## src/rtl/compute_seq_if.sv

```systemverilog
// compute_seq_if -- launch, operand handshake and compute-unit control bundle
// for the compute sequencer.
//
//   master (sequencer side)
//     in : start, abort, num_acc, num_out, op_valid
//     out: op_ready, acc_idx, out_idx, rst_accm_b, accm_en, mux_accm_inp,
//          en_adder_tree, sipo_shift, busy, done
//   slave (launcher / operand buffer / compute unit side): the mirror image.
interface compute_seq_if #(
  parameter int COUNT = 128,
  parameter int ACC_W = 8,
  parameter int OUT_W = $clog2(COUNT) + 1
);
  localparam int IDX_W = $clog2(COUNT);

  // launch
  logic             start;
  logic             abort;
  logic [ACC_W-1:0] num_acc;
  logic [OUT_W-1:0] num_out;
  // operand handshake
  logic             op_valid;
  logic             op_ready;
  logic [ACC_W-1:0] acc_idx;
  logic [IDX_W-1:0] out_idx;
  // compute unit controls
  logic             rst_accm_b;
  logic             accm_en;
  logic             mux_accm_inp;
  logic             en_adder_tree;
  logic             sipo_shift;
  // status
  logic             busy;
  logic             done;

  modport master (
    input  start, abort, num_acc, num_out, op_valid,
    output op_ready, acc_idx, out_idx, rst_accm_b, accm_en, mux_accm_inp,
           en_adder_tree, sipo_shift, busy, done
  );

  modport slave (
    output start, abort, num_acc, num_out, op_valid,
    input  op_ready, acc_idx, out_idx, rst_accm_b, accm_en, mux_accm_inp,
           en_adder_tree, sipo_shift, busy, done
  );
endinterface

```

## src/rtl/compute_seq.sv

```systemverilog
// compute_seq -- control sequencer in front of the compute unit.
//
// For every reduced output it runs na MAC passes over operand beats from the
// operand buffer (first pass selects the external addend, later passes the
// accumulator feedback). The final pass of each output strobes the adder tree
// and the SIPO; after no outputs it pulses done.
//
// Ports
//   clk    : clock, all state on the rising edge
//   rst_b  : asynchronous active-low reset
//   bus    : compute_seq_if.master (launch, operand handshake, controls)
module compute_seq #(
  parameter int COUNT = 128,
  parameter int ACC_W = 8,
  parameter int OUT_W = $clog2(COUNT) + 1
) (
  input  logic          clk,
  input  logic          rst_b,
  compute_seq_if.master bus
);

  localparam int IDX_W = $clog2(COUNT);

  typedef enum logic [1:0] {
    S_IDLE  = 2'd0,
    S_CLEAR = 2'd1,
    S_RUN   = 2'd2,
    S_DONE  = 2'd3
  } state_t;

  state_t           state_q, state_d;
  logic [ACC_W-1:0] acc_idx_q;
  logic [IDX_W-1:0] out_idx_q;
  // Latched as "last index" (effective count - 1) so end-of-pass and
  // end-of-run are plain equality compares against the running counters.
  logic [ACC_W-1:0] acc_last_q, acc_last_in;
  logic [IDX_W-1:0] out_last_q, out_last_in;
  logic             rst_accm_b_q;

  logic run, beat, last_pass, last_out, launch;
  logic accm_en, mux_accm_inp, tree_en;

  // Effective parameters: 0 runs as 1, num_out above COUNT clamps to COUNT.
  always_comb begin
    acc_last_in = '0;
    out_last_in = '0;
    if (bus.num_acc != '0)
      acc_last_in = bus.num_acc - ACC_W'(1);
    if (bus.num_out > OUT_W'(COUNT))
      out_last_in = IDX_W'(COUNT - 1);
    else if (bus.num_out != '0)
      out_last_in = IDX_W'(bus.num_out - OUT_W'(1));
  end

  assign run       = (state_q == S_RUN);
  assign beat      = run && bus.op_valid;
  assign last_pass = (acc_idx_q == acc_last_q);
  assign last_out  = (out_idx_q == out_last_q);
  // Start is only looked at in IDLE, and abort beats it.
  assign launch    = (state_q == S_IDLE) && bus.start && !bus.abort;

  // State register
  always_ff @(posedge clk or negedge rst_b) begin
    if (!rst_b) state_q <= S_IDLE;
    else        state_q <= state_d;
  end

  // Next state and control strobes
  always_comb begin
    state_d      = state_q;
    accm_en      = 1'b0;
    mux_accm_inp = 1'b0;
    tree_en      = 1'b0;
    case (state_q)
      S_IDLE:  if (bus.start) state_d = S_CLEAR;
      S_CLEAR: state_d = S_RUN;
      S_RUN: begin
        accm_en      = beat;
        mux_accm_inp = (acc_idx_q != '0);
        tree_en      = beat && last_pass;
        if (beat && last_pass && last_out) state_d = S_DONE;
      end
      S_DONE:  state_d = S_IDLE;
      default: state_d = S_IDLE;
    endcase
    if (bus.abort) state_d = S_IDLE;
  end

  // Pass / output counters. Cleared on the way into CLEAR and on abort; they
  // only move on a beat, so an op_valid-low cycle holds them.
  always_ff @(posedge clk or negedge rst_b) begin
    if (!rst_b) begin
      acc_idx_q <= '0;
      out_idx_q <= '0;
    end else if (bus.abort || ((state_q == S_IDLE) && bus.start)) begin
      acc_idx_q <= '0;
      out_idx_q <= '0;
    end else if (beat) begin
      if (last_pass) begin
        acc_idx_q <= '0;
        // Final beat of the run parks out_idx at 0 rather than wrapping.
        out_idx_q <= last_out ? '0 : out_idx_q + IDX_W'(1);
      end else begin
        acc_idx_q <= acc_idx_q + ACC_W'(1);
      end
    end
  end

  // Parameters held for the whole run; start pulses while busy never reach here.
  always_ff @(posedge clk or negedge rst_b) begin
    if (!rst_b) begin
      acc_last_q <= '0;
      out_last_q <= '0;
    end else if (launch) begin
      acc_last_q <= acc_last_in;
      out_last_q <= out_last_in;
    end
  end

  // Accumulator clear comes straight from a flop that tracks "next state is
  // RUN or DONE", so the compute unit never sees a decode glitch on it.
  always_ff @(posedge clk or negedge rst_b) begin
    if (!rst_b) rst_accm_b_q <= 1'b0;
    else        rst_accm_b_q <= (state_d == S_RUN) || (state_d == S_DONE);
  end

  assign bus.op_ready      = run;
  assign bus.acc_idx       = acc_idx_q;
  assign bus.out_idx       = out_idx_q;
  assign bus.rst_accm_b    = rst_accm_b_q;
  assign bus.accm_en       = accm_en;
  assign bus.mux_accm_inp  = mux_accm_inp;
  // Reduction is combinational, so adder tree and SIPO fire on the final beat.
  assign bus.en_adder_tree = tree_en;
  assign bus.sipo_shift    = tree_en;
  assign bus.busy          = (state_q != S_IDLE);
  assign bus.done          = (state_q == S_DONE);

endmodule

```

## src/flat_wrapper.sv

```systemverilog
// flat-port wrapper written by rule: the top's interface ports become plain ports
module compute_seq_flat 
#(
  parameter int COUNT = 128,
  parameter int ACC_W = 8,
  parameter int OUT_W = $clog2(COUNT) + 1
)
  (clk, rst_b, bus_start, bus_abort, bus_num_acc, bus_num_out, bus_op_valid, bus_op_ready, bus_acc_idx, bus_out_idx, bus_rst_accm_b, bus_accm_en, bus_mux_accm_inp, bus_en_adder_tree, bus_sipo_shift, bus_busy, bus_done);
  compute_seq_if #(.COUNT(COUNT), .ACC_W(ACC_W), .OUT_W(OUT_W)) bus_i ();
  input  logic clk;
  input  logic rst_b;
  input wire logic [$bits(bus_i.start)-1:0] bus_start;
  input wire logic [$bits(bus_i.abort)-1:0] bus_abort;
  input wire logic [$bits(bus_i.num_acc)-1:0] bus_num_acc;
  input wire logic [$bits(bus_i.num_out)-1:0] bus_num_out;
  input wire logic [$bits(bus_i.op_valid)-1:0] bus_op_valid;
  output wire logic [$bits(bus_i.op_ready)-1:0] bus_op_ready;
  output wire logic [$bits(bus_i.acc_idx)-1:0] bus_acc_idx;
  output wire logic [$bits(bus_i.out_idx)-1:0] bus_out_idx;
  output wire logic [$bits(bus_i.rst_accm_b)-1:0] bus_rst_accm_b;
  output wire logic [$bits(bus_i.accm_en)-1:0] bus_accm_en;
  output wire logic [$bits(bus_i.mux_accm_inp)-1:0] bus_mux_accm_inp;
  output wire logic [$bits(bus_i.en_adder_tree)-1:0] bus_en_adder_tree;
  output wire logic [$bits(bus_i.sipo_shift)-1:0] bus_sipo_shift;
  output wire logic [$bits(bus_i.busy)-1:0] bus_busy;
  output wire logic [$bits(bus_i.done)-1:0] bus_done;
  assign bus_i.start = bus_start;
  assign bus_i.abort = bus_abort;
  assign bus_i.num_acc = bus_num_acc;
  assign bus_i.num_out = bus_num_out;
  assign bus_i.op_valid = bus_op_valid;
  assign bus_op_ready = bus_i.op_ready;
  assign bus_acc_idx = bus_i.acc_idx;
  assign bus_out_idx = bus_i.out_idx;
  assign bus_rst_accm_b = bus_i.rst_accm_b;
  assign bus_accm_en = bus_i.accm_en;
  assign bus_mux_accm_inp = bus_i.mux_accm_inp;
  assign bus_en_adder_tree = bus_i.en_adder_tree;
  assign bus_sipo_shift = bus_i.sipo_shift;
  assign bus_busy = bus_i.busy;
  assign bus_done = bus_i.done;
  compute_seq #(.COUNT(COUNT), .ACC_W(ACC_W), .OUT_W(OUT_W)) u_core (.clk(clk), .rst_b(rst_b), .bus(bus_i));
endmodule
```

## config.mk

```make
export PLATFORM = sky130hd
export DESIGN_NAME = compute_seq_flat
export DESIGN_NICKNAME = d
export VERILOG_FILES = /design/src/rtl/compute_seq_if.sv /design/src/rtl/compute_seq.sv /design/src/flat_wrapper.sv
export SDC_FILE = /design/constraint.sdc
export NUM_CORES = 1
export LEC_CHECK = 0
export BUFFER_PORTS_ARGS = -buffer_cell sky130_fd_sc_hd__buf_2
export CAP_MARGIN = 40
export CORE_ASPECT_RATIO = 0.5
export CORE_UTILIZATION = 45
export CTS_CLUSTER_DIAMETER = 60
export DETAILED_ROUTE_END_ITERATION = 8
export GPL_TIMING_DRIVEN = 0
export PLACE_DENSITY = 0.68
export SETUP_SLACK_MARGIN = 0.1
export SKIP_CTS_REPAIR_TIMING = 1
export SLEW_MARGIN = 20
export SYNTH_ARGS = -nofsm -noshare
export SYNTH_HDL_FRONTEND = slang
export SYNTH_SLANG_ARGS = --single-unit
```

## constraint.sdc

```tcl
create_clock -name clk -period 4.8 [get_ports clk]
set_input_delay 0.72 -clock clk [delete_from_list [all_inputs] [get_ports clk]]
set_output_delay 0.72 -clock clk [all_outputs]
set_load 0.01 [all_outputs]
```

==> impl_metrics.xml, run 1 <==
<?xml version="1.0" encoding="UTF-8"?>
<metrics>
  <group name="drt">
    <metric name="ant_nets" unit="">0</metric>
    <metric name="met3_wirelength" unit="um">272</metric>
    <metric name="via_per_inst" unit="">5.22</metric>
    <metric name="maxUsedRoutingLayer" unit="">met4</metric>
    <metric name="drc_errors" unit="">0</metric>
    <metric name="via_count" unit="">1796</metric>
    <metric name="wl_per_cell" unit="um">12.8</metric>
    <metric name="wirelength_met1" unit="um">2320</metric>
    <metric name="detail_route.first_pass.iterations" unit="">4</metric>
    <metric name="routed_wl" unit="um">4420</metric>
    <metric name="dr_wl_met2" unit="um">1760</metric>
    <metric name="detail_route.iter0.violations" unit="">51</metric>
  </group>
  <group name="finish">
    <metric name="final_layout_size_suffix_gt1_share" unit="%">22.0</metric>
    <metric name="final_cells" unit="">344</metric>
    <metric name="antenna_cells" unit="">0</metric>
    <metric name="flow.area_growth_from_synthesis" unit="%">18.5</metric>
    <metric name="layout.cell_area.non_filler" unit="mm^2">0.00249</metric>
    <metric name="layout.nets" unit="">317</metric>
    <metric name="fill_cells" unit="">393</metric>
  </group>
  <group name="worst_setup_path">
    <metric name="critical_path.startpoint" unit="">u_core.state_q[0]$_DFF_PN0_</metric>
    <metric name="critical_path_buf_inv_count" unit="">6</metric>
    <metric name="critPathSlowestCell" unit="">dfrtp_1</metric>
    <metric name="cpPeakStageDelay" unit="ps">410</metric>
    <metric name="rrSetupSlack" unit="ps">2910</metric>
    <metric name="cp_top_family" unit="">buffers and inverters</metric>
    <metric name="critical_path_depth" unit="">9</metric>
    <metric name="reg2reg_from" unit="">u_core.state_q[0]$_DFF_PN0_</metric>
    <metric name="critical_path_peak_fanout" unit="">10</metric>
    <metric name="required_arrival_time_at_the_worst_endpoint" unit="ps">4080</metric>
    <metric name="critPathMostFrequentCell" unit="">buf_2</metric>
    <metric name="startpoint_type" unit="">flip-flop</metric>
    <metric name="timing.rr.end" unit="">u_core.bus.out_idx[5]$_DFFE_PN0P_</metric>
    <metric name="r2r_cells" unit="">8</metric>
    <metric name="end_kind" unit="">output pin</metric>
    <metric name="cp_cell_sequence" unit="">inv_1 -&gt; ha_1 -&gt; and2_1 -&gt; buf_2 -&gt; nand3_1 -&gt; buf_2 -&gt; inv_1 -&gt; buf_4 -&gt; buf_2</metric>
    <metric name="critPathKind" unit="">reg -&gt; out</metric>
    <metric name="crit_path_end" unit="">bus_sipo_shift</metric>
    <metric name="cp.arrival" unit="ps">2020</metric>
  </group>
  <group name="grt">
    <metric name="grt_first_pass_wirelength" unit="um">7500</metric>
    <metric name="globalRouteOverflowTotal" unit="">0</metric>
    <metric name="grt_pass1_vias" unit="">1610</metric>
    <metric name="grt_usage" unit="%">19.5</metric>
    <metric name="grt_start_max_net_pins" unit="">34</metric>
    <metric name="antenna_found_initial" unit="">0</metric>
  </group>
  <group name="run_status">
    <metric name="outcome" unit="">finished, final reports clean</metric>
  </group>
  <group name="worst_hold_path">
    <metric name="hp-class" unit="">in -&gt; async</metric>
  </group>
  <group name="clock_tree">
    <metric name="cts_root_buf" unit="">clkbuf_8</metric>
    <metric name="cts_num_sinks" unit="">33</metric>
    <metric name="clk-insertion-delay-late" unit="ps">290</metric>
    <metric name="clk_pin_slew" unit="ps">70</metric>
    <metric name="cts-root-to-sink-buffers" unit="">2</metric>
    <metric name="cts_made_buffers" unit="">5</metric>
    <metric name="clock_tree.htree_level_count" unit="">2</metric>
    <metric name="tritoncts" unit="">yes</metric>
  </group>
  <group name="synth">
    <metric name="yosysWarnings" unit="">0</metric>
    <metric name="post_synth_inst_count" unit="">236</metric>
    <metric name="post_synth_most_frequent_cells" unit="">36 x nand2_1, 33 x dfrtp_1, 18 x a21oi_1, 18 x xor2_1, 16 x nor2_1</metric>
    <metric name="synth_flop_cell" unit="">dfrtp_1</metric>
    <metric name="synth_seq_area_share" unit="%">39.3</metric>
    <metric name="postSynthNetCount" unit="">267</metric>
    <metric name="synth_top_cell_area_share" unit="%">39.3</metric>
    <metric name="ys_top_cells_by_area" unit="">dfrtp_1 39%, xor2_1 7.5%, nand2_1 6.4%</metric>
    <metric name="synth.distinct_cells" unit="">41</metric>
    <metric name="synth-seq-cells" unit="">33</metric>
    <metric name="post_synth_arst_share" unit="%">100</metric>
    <metric name="leading_area_contributor_after_synthesis" unit="">dfrtp_1</metric>
    <metric name="synth_edf_count" unit="">0</metric>
    <metric name="post_synth.cell_area_avg" unit="um^2">8.91</metric>
    <metric name="synth_most_common_cell" unit="">nand2_1</metric>
    <metric name="synth.cell_area" unit="mm^2">0.00210</metric>
  </group>
  <group name="floorplan">
    <metric name="die_height" unit="um">50.3</metric>
    <metric name="starting_density_of_the_core" unit="%">47.3</metric>
    <metric name="die_area" unit="mm^2">0.00497</metric>
    <metric name="ioPinCount" unit="">44</metric>
    <metric name="die_width" unit="um">98.7</metric>
    <metric name="core-area" unit="mm^2">0.00445</metric>
    <metric name="core.rowCount" unit="">17</metric>
  </group>
  <group name="sta">
    <metric name="setup_viol" unit="">0</metric>
    <metric name="maxSlewHeadroom" unit="%">52.8</metric>
    <metric name="fin_setup_tns" unit="ps">0</metric>
    <metric name="grt_setup_unrepaired" unit="">no</metric>
    <metric name="timing.final.ws_setup" unit="ps">2060</metric>
    <metric name="period_needed" unit="ps">2740</metric>
    <metric name="max_freq" unit="MHz">364</metric>
    <metric name="final_min_period_over_clock_period" unit="%">57.2</metric>
    <metric name="worst_pin_slew" unit="ps">707</metric>
    <metric name="final.setup_skew" unit="ps">6.07</metric>
    <metric name="timing.final.hold_violations" unit="">0</metric>
    <metric name="timing.final.max_slew_violations" unit="">0</metric>
  </group>
  <group name="placement">
    <metric name="port-buffer-count" unit="">43</metric>
    <metric name="gpl.final_weighted_congestion" unit="">0.871</metric>
    <metric name="dp_slack" unit="ps">2250</metric>
    <metric name="dp_hpwl" unit="um">3340</metric>
    <metric name="placedInstanceArea" unit="mm^2">0.00239</metric>
    <metric name="dp_cells" unit="">336</metric>
  </group>
  <group name="run">
    <metric name="drv.max_cap_violation_count" unit="">0</metric>
  </group>
  <group name="power_and_ir_drop">
    <metric name="peak_supply_drop" unit="mV">0.136</metric>
    <metric name="power.leakage" unit="nW">1.20</metric>
    <metric name="power_per_cell_area" unit="mW/mm^2">382</metric>
  </group>
</metrics>
[worst register-to-register path, cell delays in order, from the launching register on]
cell and delay, ps:
dfrtp_1 410, inv_1 110, ha_1 210, and2_1 130, buf_2 210, nand3_1 160
buf_2 220, nand2b_4 180, o22ai_1 170
[sequential cells by signal (all words and copies together), names as in the netlist]
register,flops
u_core.out_last_q,7
u_core.bus.acc_idx,8
u_core.bus.out_idx,7
u_core.acc_last_q,8
u_core.state_q,2
u_core.bus.rst_accm_b,1
[worst min path at each step]
stage                                           startpoint                           endpoint  depth (start not counted)
after global routing      u_core.out_last_q[2]$_DFFE_PN0P_   u_core.out_last_q[2]$_DFFE_PN0P_                          2
final                                                rst_b  u_core.bus.acc_idx[5]$_DFFE_PN0P_                          1
after global placement    u_core.acc_last_q[4]$_DFFE_PN0P_   u_core.acc_last_q[4]$_DFFE_PN0P_                          2
after floorplan                                      rst_b   u_core.acc_last_q[0]$_DFFE_PN0P_                          0
after detailed placement  u_core.acc_last_q[2]$_DFFE_PN0P_   u_core.acc_last_q[2]$_DFFE_PN0P_                          2
after CTS                                            rst_b  u_core.bus.acc_idx[0]$_DFFE_PN0P_                          1
[placed cells by master (no fill, tap or decap), types with 3 or more instances in the layout]
cell type / Yosys / final
a21oi_1: 18 / 18
and2_1: 3 / 3
buf_2: 2 / 45
clkbuf_1: 4 / 4
clkbuf_8: 0 / 7
dfrtp_1: 33 / 33
ha_1: 10 / 10
inv_1: 13 / 13
nand2_1: 36 / 36
nand3_1: 4 / 4
nand4_1: 3 / 3
nor2_1: 16 / 16
nor3_1: 4 / 4
nor3b_1: 3 / 3
nor4_1: 3 / 3
o2111ai_1: 3 / 3
o21ai_0: 12 / 12
o22ai_1: 5 / 5
o31ai_1: 4 / 4
or2_2: 3 / 3
or3_1: 6 / 6
xnor2_1: 10 / 10
xor2_1: 18 / 18
[metrics by stage]
stage	hold WS, ps	util, %	total power, mW
after floorplan	424	-	0.638
after global placement	490	53.7	0.718
after detailed placement	495	53.7	0.728
after CTS	509	56.0	0.959
after global routing	522	56.0	1.02
final	476	56.0	0.950
[area by class of cell]
cell class | count | area, um^2 | share of cell area (%)
multi-input combinational | 183 | 1190 | 48.0
tap | 57 | 71.3 | 2.86
timing repair buffer | 43 | 215 | 8.64
buffer | 7 | 32.5 | 1.31
inverter | 13 | 48.8 | 1.96
sequential | 33 | 826 | 33.2
clock inverter | 1 | 5.00 | 0.201
clock buffer | 7 | 96.3 | 3.87
[where the power goes]
group          switching (mW)  internal [mW]
Clock                   0.102          0.130
Sequential             0.0532          0.353
Combinational           0.181          0.131
[cell families after synthesis]
logic type	after synthesis	share of synthesized area (%)
AO/OA/AOI/OAI	47	13.2
XOR/XNOR	28	11.7
adder cells (fa/ha/maj)	10	5.95
buffers and inverters	20	3.87
flip-flops	33	39.3
multiplexers	1	0.476
AND/OR/NAND/NOR	97	25.5
[layer usage]
metal / GRT usage, % / vias up
met5: 0 / -
met4: 8.21 / 0
met3: 4.60 / 8
met2: 27.7 / 44
met1: 28.4 / 829
li1: - / 915
Power figures use the tool's default switching activity.
==> run 2: changes to the inputs <==
--- a/config.mk
+++ b/config.mk
@@ -5,6 +5,7 @@
 export SDC_FILE = /design/constraint.sdc
 export NUM_CORES = 1
 export LEC_CHECK = 0
+export ABC_AREA = 1
 export BUFFER_PORTS_ARGS = -buffer_cell sky130_fd_sc_hd__buf_2
 export CAP_MARGIN = 40
 export CORE_ASPECT_RATIO = 0.5
==> constraint.sdc (replaced) <==
create_clock -name clk -period 2.7 [get_ports clk]
set_input_delay 0.405 -clock clk [delete_from_list [all_inputs] [get_ports clk]]
set_output_delay 0.405 -clock clk [all_outputs]
set_load 0.01 [all_outputs]
==> run 2 against run 1 <==
  * Largest cell class unchanged
  * Non-clock buffer count shrank 1
  * Largest power group unchanged
  * Via count grew 9.5%
  * Hold slack lost 160 ps
  * Utilization grew 0.46 points
  * Combinational power grew 100%
==> impl_metrics.xml, run 2 <==
<?xml version="1.0" encoding="UTF-8"?>
<metrics>
  <group name="grt">
    <metric name="antenna_found_initial" unit="">0</metric>
    <metric name="grt_usage" unit="%">20.1</metric>
    <metric name="grt_pass1_vias" unit="">1867</metric>
    <metric name="globalRouteOverflowTotal" unit="">0</metric>
    <metric name="grt_start_max_net_pins" unit="">34</metric>
    <metric name="grt_first_pass_wirelength" unit="um">7840</metric>
  </group>
  <group name="finish">
    <metric name="final_cells" unit="">399</metric>
    <metric name="area_used_by_multi_input_combinational_logic" unit="mm^2">0.00108</metric>
    <metric name="final_common_cell" unit="">nand2_1</metric>
    <metric name="fill_cells" unit="">430</metric>
    <metric name="final_layout_size_suffix_gt1_share" unit="%">18.4</metric>
    <metric name="regArea" unit="um^2">826</metric>
    <metric name="antenna_cells" unit="">0</metric>
    <metric name="most-common-layout-cells" unit="">74 x nand2_1, 47 x inv_1, 43 x buf_2, 36 x nor2_1, 33 x dfrtp_1</metric>
    <metric name="flow.area_growth_from_synthesis" unit="%">18.3</metric>
    <metric name="layout.nets" unit="">374</metric>
  </group>
  <group name="floorplan">
    <metric name="starting_density_of_the_core" unit="%">47.7</metric>
    <metric name="core-area" unit="mm^2">0.00447</metric>
    <metric name="die_width" unit="um">99.3</metric>
    <metric name="die_area" unit="mm^2">0.00503</metric>
    <metric name="die_height" unit="um">50.7</metric>
    <metric name="core.rowCount" unit="">17</metric>
    <metric name="ioPinCount" unit="">44</metric>
  </group>
  <group name="clock_tree">
    <metric name="clock_tree.htree_level_count" unit="">2</metric>
    <metric name="clk-insertion-delay-late" unit="ps">280</metric>
    <metric name="cts_made_buffers" unit="">5</metric>
    <metric name="cts_root_buf" unit="">clkbuf_8</metric>
    <metric name="cts_num_sinks" unit="">33</metric>
    <metric name="tritoncts" unit="">yes</metric>
    <metric name="clk_pin_slew" unit="ps">60</metric>
    <metric name="cts-root-to-sink-buffers" unit="">2</metric>
  </group>
  <group name="sta">
    <metric name="timing.final.hold_violations" unit="">0</metric>
    <metric name="timing.final.max_slew_violations" unit="">0</metric>
    <metric name="maxSlewHeadroom" unit="%">54.0</metric>
    <metric name="final_min_period_over_clock_period" unit="%">83.1</metric>
    <metric name="max_freq" unit="MHz">446</metric>
    <metric name="period_needed" unit="ps">2240</metric>
    <metric name="setup_viol" unit="">0</metric>
    <metric name="fin_setup_tns" unit="ps">0</metric>
    <metric name="worst_pin_slew" unit="ps">687</metric>
    <metric name="final.setup_skew" unit="ps">6.05</metric>
    <metric name="grt_setup_unrepaired" unit="">no</metric>
  </group>
  <group name="synth">
    <metric name="synth_top_cell_area_share" unit="%">38.7</metric>
    <metric name="synth.cell_area" unit="mm^2">0.00213</metric>
    <metric name="synth-compound-area-share" unit="%">10.9</metric>
    <metric name="synth.distinct_cells" unit="">31</metric>
    <metric name="post_synth_most_frequent_cells" unit="">74 x nand2_1, 47 x inv_1, 36 x nor2_1, 33 x dfrtp_1, 15 x nand3_1</metric>
    <metric name="synth_area_in_xor_xnor" unit="%">6.16</metric>
    <metric name="postSynthNetCount" unit="">322</metric>
    <metric name="synth_flop_cell" unit="">dfrtp_1</metric>
    <metric name="yosys.area_share.simple" unit="%">27.9</metric>
    <metric name="synthMuxAreaShare" unit="%">0</metric>
    <metric name="post_synth_arst_share" unit="%">100</metric>
    <metric name="synth-seq-cells" unit="">33</metric>
    <metric name="leading_area_contributor_after_synthesis" unit="">dfrtp_1</metric>
    <metric name="ys_top_cells_by_area" unit="">dfrtp_1 39%, nand2_1 13%, inv_1 8.3%</metric>
    <metric name="yosys.area_share.adder" unit="%">5.87</metric>
    <metric name="post_synth_inst_count" unit="">291</metric>
    <metric name="synth_seq_area_share" unit="%">38.7</metric>
    <metric name="synth_edf_count" unit="">0</metric>
    <metric name="main_combinational_cell_family_by_area_after_synthesis" unit="">simple AND/OR/NAND/NOR gates</metric>
    <metric name="synth_most_common_cell" unit="">nand2_1</metric>
    <metric name="post_synth.cell_area_avg" unit="um^2">7.33</metric>
    <metric name="yosysWarnings" unit="">0</metric>
  </group>
  <group name="placement">
    <metric name="dp_cells" unit="">391</metric>
    <metric name="gpl.final_weighted_congestion" unit="">0.830</metric>
    <metric name="port-buffer-count" unit="">43</metric>
    <metric name="dp_hpwl" unit="um">3590</metric>
  </group>
  <group name="power_and_ir_drop">
    <metric name="power_per_cell_area" unit="mW/mm^2">661</metric>
    <metric name="total_power" unit="mW">1.67</metric>
    <metric name="peak_supply_drop" unit="mV">0.256</metric>
    <metric name="power.leakage" unit="nW">1.34</metric>
  </group>
  <group name="drt">
    <metric name="ant_nets" unit="">0</metric>
    <metric name="via_per_inst" unit="">4.93</metric>
    <metric name="routed_wl" unit="um">4520</metric>
    <metric name="via_count" unit="">1966</metric>
    <metric name="detail_route.iter0.violations" unit="">55</metric>
    <metric name="detail_route.first_pass.iterations" unit="">4</metric>
    <metric name="drc_errors" unit="">0</metric>
    <metric name="wl_per_cell" unit="um">11.3</metric>
  </group>
  <group name="worst_setup_path">
    <metric name="cp.arrival" unit="ps">1840</metric>
    <metric name="critical_path_peak_fanout" unit="">6</metric>
    <metric name="required_arrival_time_at_the_worst_endpoint" unit="ps">2300</metric>
    <metric name="startpoint_type" unit="">flip-flop</metric>
    <metric name="end_kind" unit="">output pin</metric>
    <metric name="critPathKind" unit="">reg -&gt; out</metric>
  </group>
  <group name="run">
    <metric name="drv.max_cap_violation_count" unit="">0</metric>
  </group>
  <group name="run_status">
    <metric name="outcome" unit="">finished, final reports clean</metric>
  </group>
  <group name="worst_hold_path">
    <metric name="hp-class" unit="">in -&gt; reg</metric>
  </group>
</metrics>
## run 2: changes by cell type after synthesis, moves of 7 or more
cell / before / now
nand2_1: 36 / 74
inv_1: 13 / 47
nor2_1: 16 / 36
a21oi_1: 18 / 6
nand3_1: 4 / 15
o22ai_1: 5 / 12
xor2_1: 18 / 11
## run 2: report_power, final
part / internal, mW / switching (mW)
clock network: 0.169 / 0.168
logic: 0.249 / 0.378
registers: 0.628 / 0.0757
## run 2: stage by stage
step	utilization [%]	worst slack [ps]	hold slack, ps	instance area, um^2
2_1_floorplan	-	877	109	2130
3_3_place_gp	54.1	712	505	2420
3_5_place_dp	54.1	688	513	2420
4_1_cts	55.8	447	208	2490
5_1_grt	56.5	275	308	2520
6_report	56.5	455	316	2520
## run 2: kinds of logic (layout without fill, tap and decap cells)
family | after synthesis | count (layout)
simple gates | 142 | 142
buf+inv | 54 | 105
compound gates | 37 | 37
flops | 33 | 33
xor+xnor | 15 | 15
fa+ha+maj | 10 | 10
## run 2: layout make-up
cell class,instances,share of cell area (%)
inverter,50,7.44
clock buffer,5,2.73
tap,57,2.83
sequential,33,32.7
timing repair buffer,45,9.72
clock inverter,1,0.198
multi-input combinational,204,43.0
buffer,4,1.39
## run 2: final timing paths
kind	startpoint	end	slack (ps)	cells after the start
worst max-delay path	u_core.state_q[0]$_DFF_PN0_	bus_sipo_shift	460	8
max in group asynchronous	rst_b	u_core.acc_last_q[3]$_DFFE_PN0P_	1880	3
min in group asynchronous	rst_b	u_core.bus.acc_idx[6]$_DFFE_PN0P_	450	2
worst min-delay path	bus_abort	u_core.state_q[1]$_DFF_PN0_	320	2
worst min register to register	u_core.out_last_q[2]$_DFFE_PN0P_	u_core.out_last_q[2]$_DFFE_PN0P_	540	2
worst max register to register	u_core.state_q[0]$_DFF_PN0_	u_core.acc_last_q[3]$_DFFE_PN0P_	630	6
## run 2: worst max-delay path, stage by stage, from the launching register on
cell	delay (ps)
dfrtp_1	400
inv_1	130
ha_1	260
nand2_1	110
inv_1	170
nand2_2	100
inv_1	150
buf_4	130
buf_2	110
## run 2: layer usage
| metal | GRT usage [%] | vias to the layer above | wire length, um | part of all wire, % |
|---|---|---|---|---|
| met4 | 5.15 | 0 | 23 | 0.51 |
| met5 | 0 | - | 0 | 0 |
| met2 | 34.5 | 36 | 2210 | 49 |
| li1 | - | 1022 | - | - |
| met3 | 6.13 | 2 | 154 | 3.4 |
| met1 | 24.9 | 906 | 2140 | 47 |
==> run 3: changes to the inputs <==
--- a/config.mk
+++ b/config.mk
@@ -5,7 +5,7 @@
 export SDC_FILE = /design/constraint.sdc
 export NUM_CORES = 1
 export LEC_CHECK = 0
-export ABC_AREA = 1
+export ABC_AREA = 0
 export BUFFER_PORTS_ARGS = -buffer_cell sky130_fd_sc_hd__buf_2
 export CAP_MARGIN = 40
 export CORE_ASPECT_RATIO = 0.5
@@ -13,7 +13,7 @@
 export CTS_CLUSTER_DIAMETER = 60
 export DETAILED_ROUTE_END_ITERATION = 8
 export GPL_TIMING_DRIVEN = 0
-export PLACE_DENSITY = 0.68
+export PLACE_DENSITY = 0.7
 export SETUP_SLACK_MARGIN = 0.1
 export SKIP_CTS_REPAIR_TIMING = 1
 export SLEW_MARGIN = 20
==> constraint.sdc (replaced) <==
create_clock -name clk -period 1.8 [get_ports clk]
set_input_delay 0.27 -clock clk [delete_from_list [all_inputs] [get_ports clk]]
set_output_delay 0.27 -clock clk [all_outputs]
set_load 0.01 [all_outputs]
==> run 3 against run 2 <==
  * The run now ends with negative setup slack left
  * Register-to-register slack got worse by 800 ps
  * Total power rose by 56%
  * Sequential cell count did not move
  * Clock skew rose by 3.9 ps
  * Sequential power rose by 56%
  * First-iteration DRC count rose by 3.6%
  * Cell count fell by 11%
  * Hold slack got worse by 280 ps
  * Die area fell by 1.4%
  * Global-route usage rose by 0.37 points
==> impl_metrics.xml, run 3 (same netlist as run 1, synthesis figures left out) <==
<?xml version="1.0" encoding="UTF-8"?>
<metrics>
  <group name="finish">
    <metric name="layout.cell_area.non_filler" unit="mm^2">0.00273</metric>
    <metric name="most-common-layout-cells" unit="">42 x buf_2, 35 x nand2_1, 26 x dfrtp_1, 17 x xor2_1, 14 x a21oi_1</metric>
    <metric name="flow.area_growth_from_synthesis" unit="%">29.7</metric>
    <metric name="final_common_cell" unit="">buf_2</metric>
    <metric name="antenna_cells" unit="">0</metric>
    <metric name="layout.nets" unit="">327</metric>
    <metric name="final_layout_size_suffix_gt1_share" unit="%">36.0</metric>
    <metric name="fill_cells" unit="">391</metric>
  </group>
  <group name="sta">
    <metric name="maxSlewHeadroom" unit="%">51.4</metric>
    <metric name="final_min_period_over_clock_period" unit="%">119</metric>
    <metric name="period_needed" unit="ps">2150</metric>
    <metric name="final.setup_skew" unit="ps">9.96</metric>
    <metric name="grt_setup_unrepaired" unit="">yes</metric>
    <metric name="setup_viol" unit="">9</metric>
    <metric name="timing.final.ws_setup" unit="ps">-348</metric>
    <metric name="worst_pin_slew" unit="ps">730</metric>
    <metric name="fin_setup_tns" unit="ps">-1300</metric>
    <metric name="max_freq" unit="MHz">466</metric>
    <metric name="timing.final.max_slew_violations" unit="">0</metric>
    <metric name="timing.final.hold_violations" unit="">0</metric>
  </group>
  <group name="grt">
    <metric name="grt_pass1_vias" unit="">1663</metric>
    <metric name="grt_usage" unit="%">20.5</metric>
    <metric name="grt_start_max_net_pins" unit="">34</metric>
    <metric name="grt_first_pass_wirelength" unit="um">7850</metric>
    <metric name="antenna_found_initial" unit="">0</metric>
    <metric name="globalRouteOverflowTotal" unit="">0</metric>
  </group>
  <group name="drt">
    <metric name="via_per_inst" unit="">5.35</metric>
    <metric name="drc_errors" unit="">0</metric>
    <metric name="routed_wl" unit="um">5020</metric>
    <metric name="dr_wl_met2" unit="um">2170</metric>
    <metric name="ant_nets" unit="">0</metric>
    <metric name="detail_route.iter0.violations" unit="">57</metric>
    <metric name="wl_per_cell" unit="um">14.2</metric>
    <metric name="via_count" unit="">1893</metric>
    <metric name="wirelength_met1" unit="um">2510</metric>
    <metric name="maxUsedRoutingLayer" unit="">met4</metric>
    <metric name="detail_route.first_pass.iterations" unit="">4</metric>
    <metric name="met3_wirelength" unit="um">256</metric>
  </group>
  <group name="clock_tree">
    <metric name="cts_num_sinks" unit="">33</metric>
    <metric name="clk-insertion-delay-late" unit="ps">290</metric>
    <metric name="clk_pin_slew" unit="ps">70</metric>
    <metric name="cts-root-to-sink-buffers" unit="">2</metric>
    <metric name="tritoncts" unit="">yes</metric>
    <metric name="cts_root_buf" unit="">clkbuf_8</metric>
    <metric name="clock_tree.htree_level_count" unit="">2</metric>
    <metric name="cts_made_buffers" unit="">5</metric>
  </group>
  <group name="worst_setup_path">
    <metric name="cp_top_family" unit="">buffers and inverters</metric>
    <metric name="critical_path_peak_fanout" unit="">7</metric>
    <metric name="cp.arrival" unit="ps">1880</metric>
    <metric name="required_arrival_time_at_the_worst_endpoint" unit="ps">1530</metric>
    <metric name="critical_path_buf_inv_count" unit="">5</metric>
    <metric name="cpPeakStageDelay" unit="ps">390</metric>
    <metric name="startpoint_type" unit="">flip-flop</metric>
    <metric name="critPathKind" unit="">reg -&gt; out</metric>
    <metric name="rrSetupSlack" unit="ps">-170</metric>
    <metric name="critPathSlowestCell" unit="">dfrtp_1</metric>
    <metric name="end_kind" unit="">output pin</metric>
    <metric name="critPathMostFrequentCell" unit="">buf_6</metric>
    <metric name="cp_cell_sequence" unit="">buf_6 -&gt; xor2_2 -&gt; nor4_2 -&gt; nand3_1 -&gt; buf_6 -&gt; inv_4 -&gt; buf_6 -&gt; buf_6</metric>
  </group>
  <group name="floorplan">
    <metric name="core.rowCount" unit="">17</metric>
    <metric name="die_width" unit="um">98.7</metric>
    <metric name="die_area" unit="mm^2">0.00497</metric>
    <metric name="die_height" unit="um">50.3</metric>
    <metric name="ioPinCount" unit="">44</metric>
    <metric name="core-area" unit="mm^2">0.00445</metric>
    <metric name="starting_density_of_the_core" unit="%">47.3</metric>
  </group>
  <group name="power_and_ir_drop">
    <metric name="power_per_cell_area" unit="mW/mm^2">956</metric>
    <metric name="peak_supply_drop" unit="mV">0.423</metric>
    <metric name="power.leakage" unit="nW">1.28</metric>
  </group>
  <group name="placement">
    <metric name="gpl.final_weighted_congestion" unit="">0.897</metric>
    <metric name="placedInstanceArea" unit="mm^2">0.00241</metric>
    <metric name="dp_hpwl" unit="um">3470</metric>
    <metric name="port-buffer-count" unit="">43</metric>
  </group>
  <group name="worst_hold_path">
    <metric name="hp-class" unit="">in -&gt; async</metric>
  </group>
  <group name="run">
    <metric name="drv.max_cap_violation_count" unit="">0</metric>
  </group>
  <group name="run_status">
    <metric name="failed_checks" unit="">negative setup slack</metric>
    <metric name="outcome" unit="">complete, but fails checks</metric>
  </group>
</metrics>
-- run 3: power by group --
part | switching [mW] | internal (mW)
combinational | 0.536 | 0.428
clock | 0.273 | 0.268
sequential | 0.159 | 0.944
total | 0.967 | 1.64
-- run 3: path summary, 6_finish.rpt --
kind                                                   start                                end  cells past startpoint
max                        u_core.bus.acc_idx[2]$_DFFE_PN0P_                     bus_sipo_shift                      8
max reg2reg                u_core.bus.acc_idx[2]$_DFFE_PN0P_        u_core.state_q[0]$_DFF_PN0_                      7
min in group clk                                   bus_abort        u_core.state_q[0]$_DFF_PN0_                      2
max in group asynchronous                              rst_b  u_core.bus.acc_idx[7]$_DFFE_PN0P_                      1
min reg2reg                 u_core.acc_last_q[5]$_DFFE_PN0P_   u_core.acc_last_q[5]$_DFFE_PN0P_                      2
min                                                    rst_b  u_core.bus.acc_idx[5]$_DFFE_PN0P_                      1
-- run 3: stage by stage --
step	total power, mW	utilization, %	setup WS [ps]	hold WS [ps]	std cells
after CTS	2.51	56.1	-387	65.6	344
after floorplan	1.72	-	111	-25.6	236
after global routing	2.80	61.3	-463	94.8	354
after detailed placement	1.97	54.3	-63.0	377	336
final	2.61	61.3	-348	33.4	354
after global placement	1.93	54.3	-51.6	366	336
-- run 3: per-layer routing --
layer / GRT usage [%] / vias up
li1: - / 938
met1: 30.3 / 884
met2: 28.8 / 63
met3: 4.60 / 8
met4: 8.46 / 0
met5: 0 / -
-- run 3: final cells by class --
cell class / instances / area [um^2] / area share [%]
multi-input combinational: 183 / 1320 / 48.5
sequential: 33 / 835 / 30.6
timing repair buffer: 53 / 300 / 11.0
clock buffer: 6 / 72.6 / 2.66
tap: 57 / 71.3 / 2.62
buffer: 7 / 61.3 / 2.25
inverter: 13 / 53.8 / 1.97
clock inverter: 2 / 10.0 / 0.367
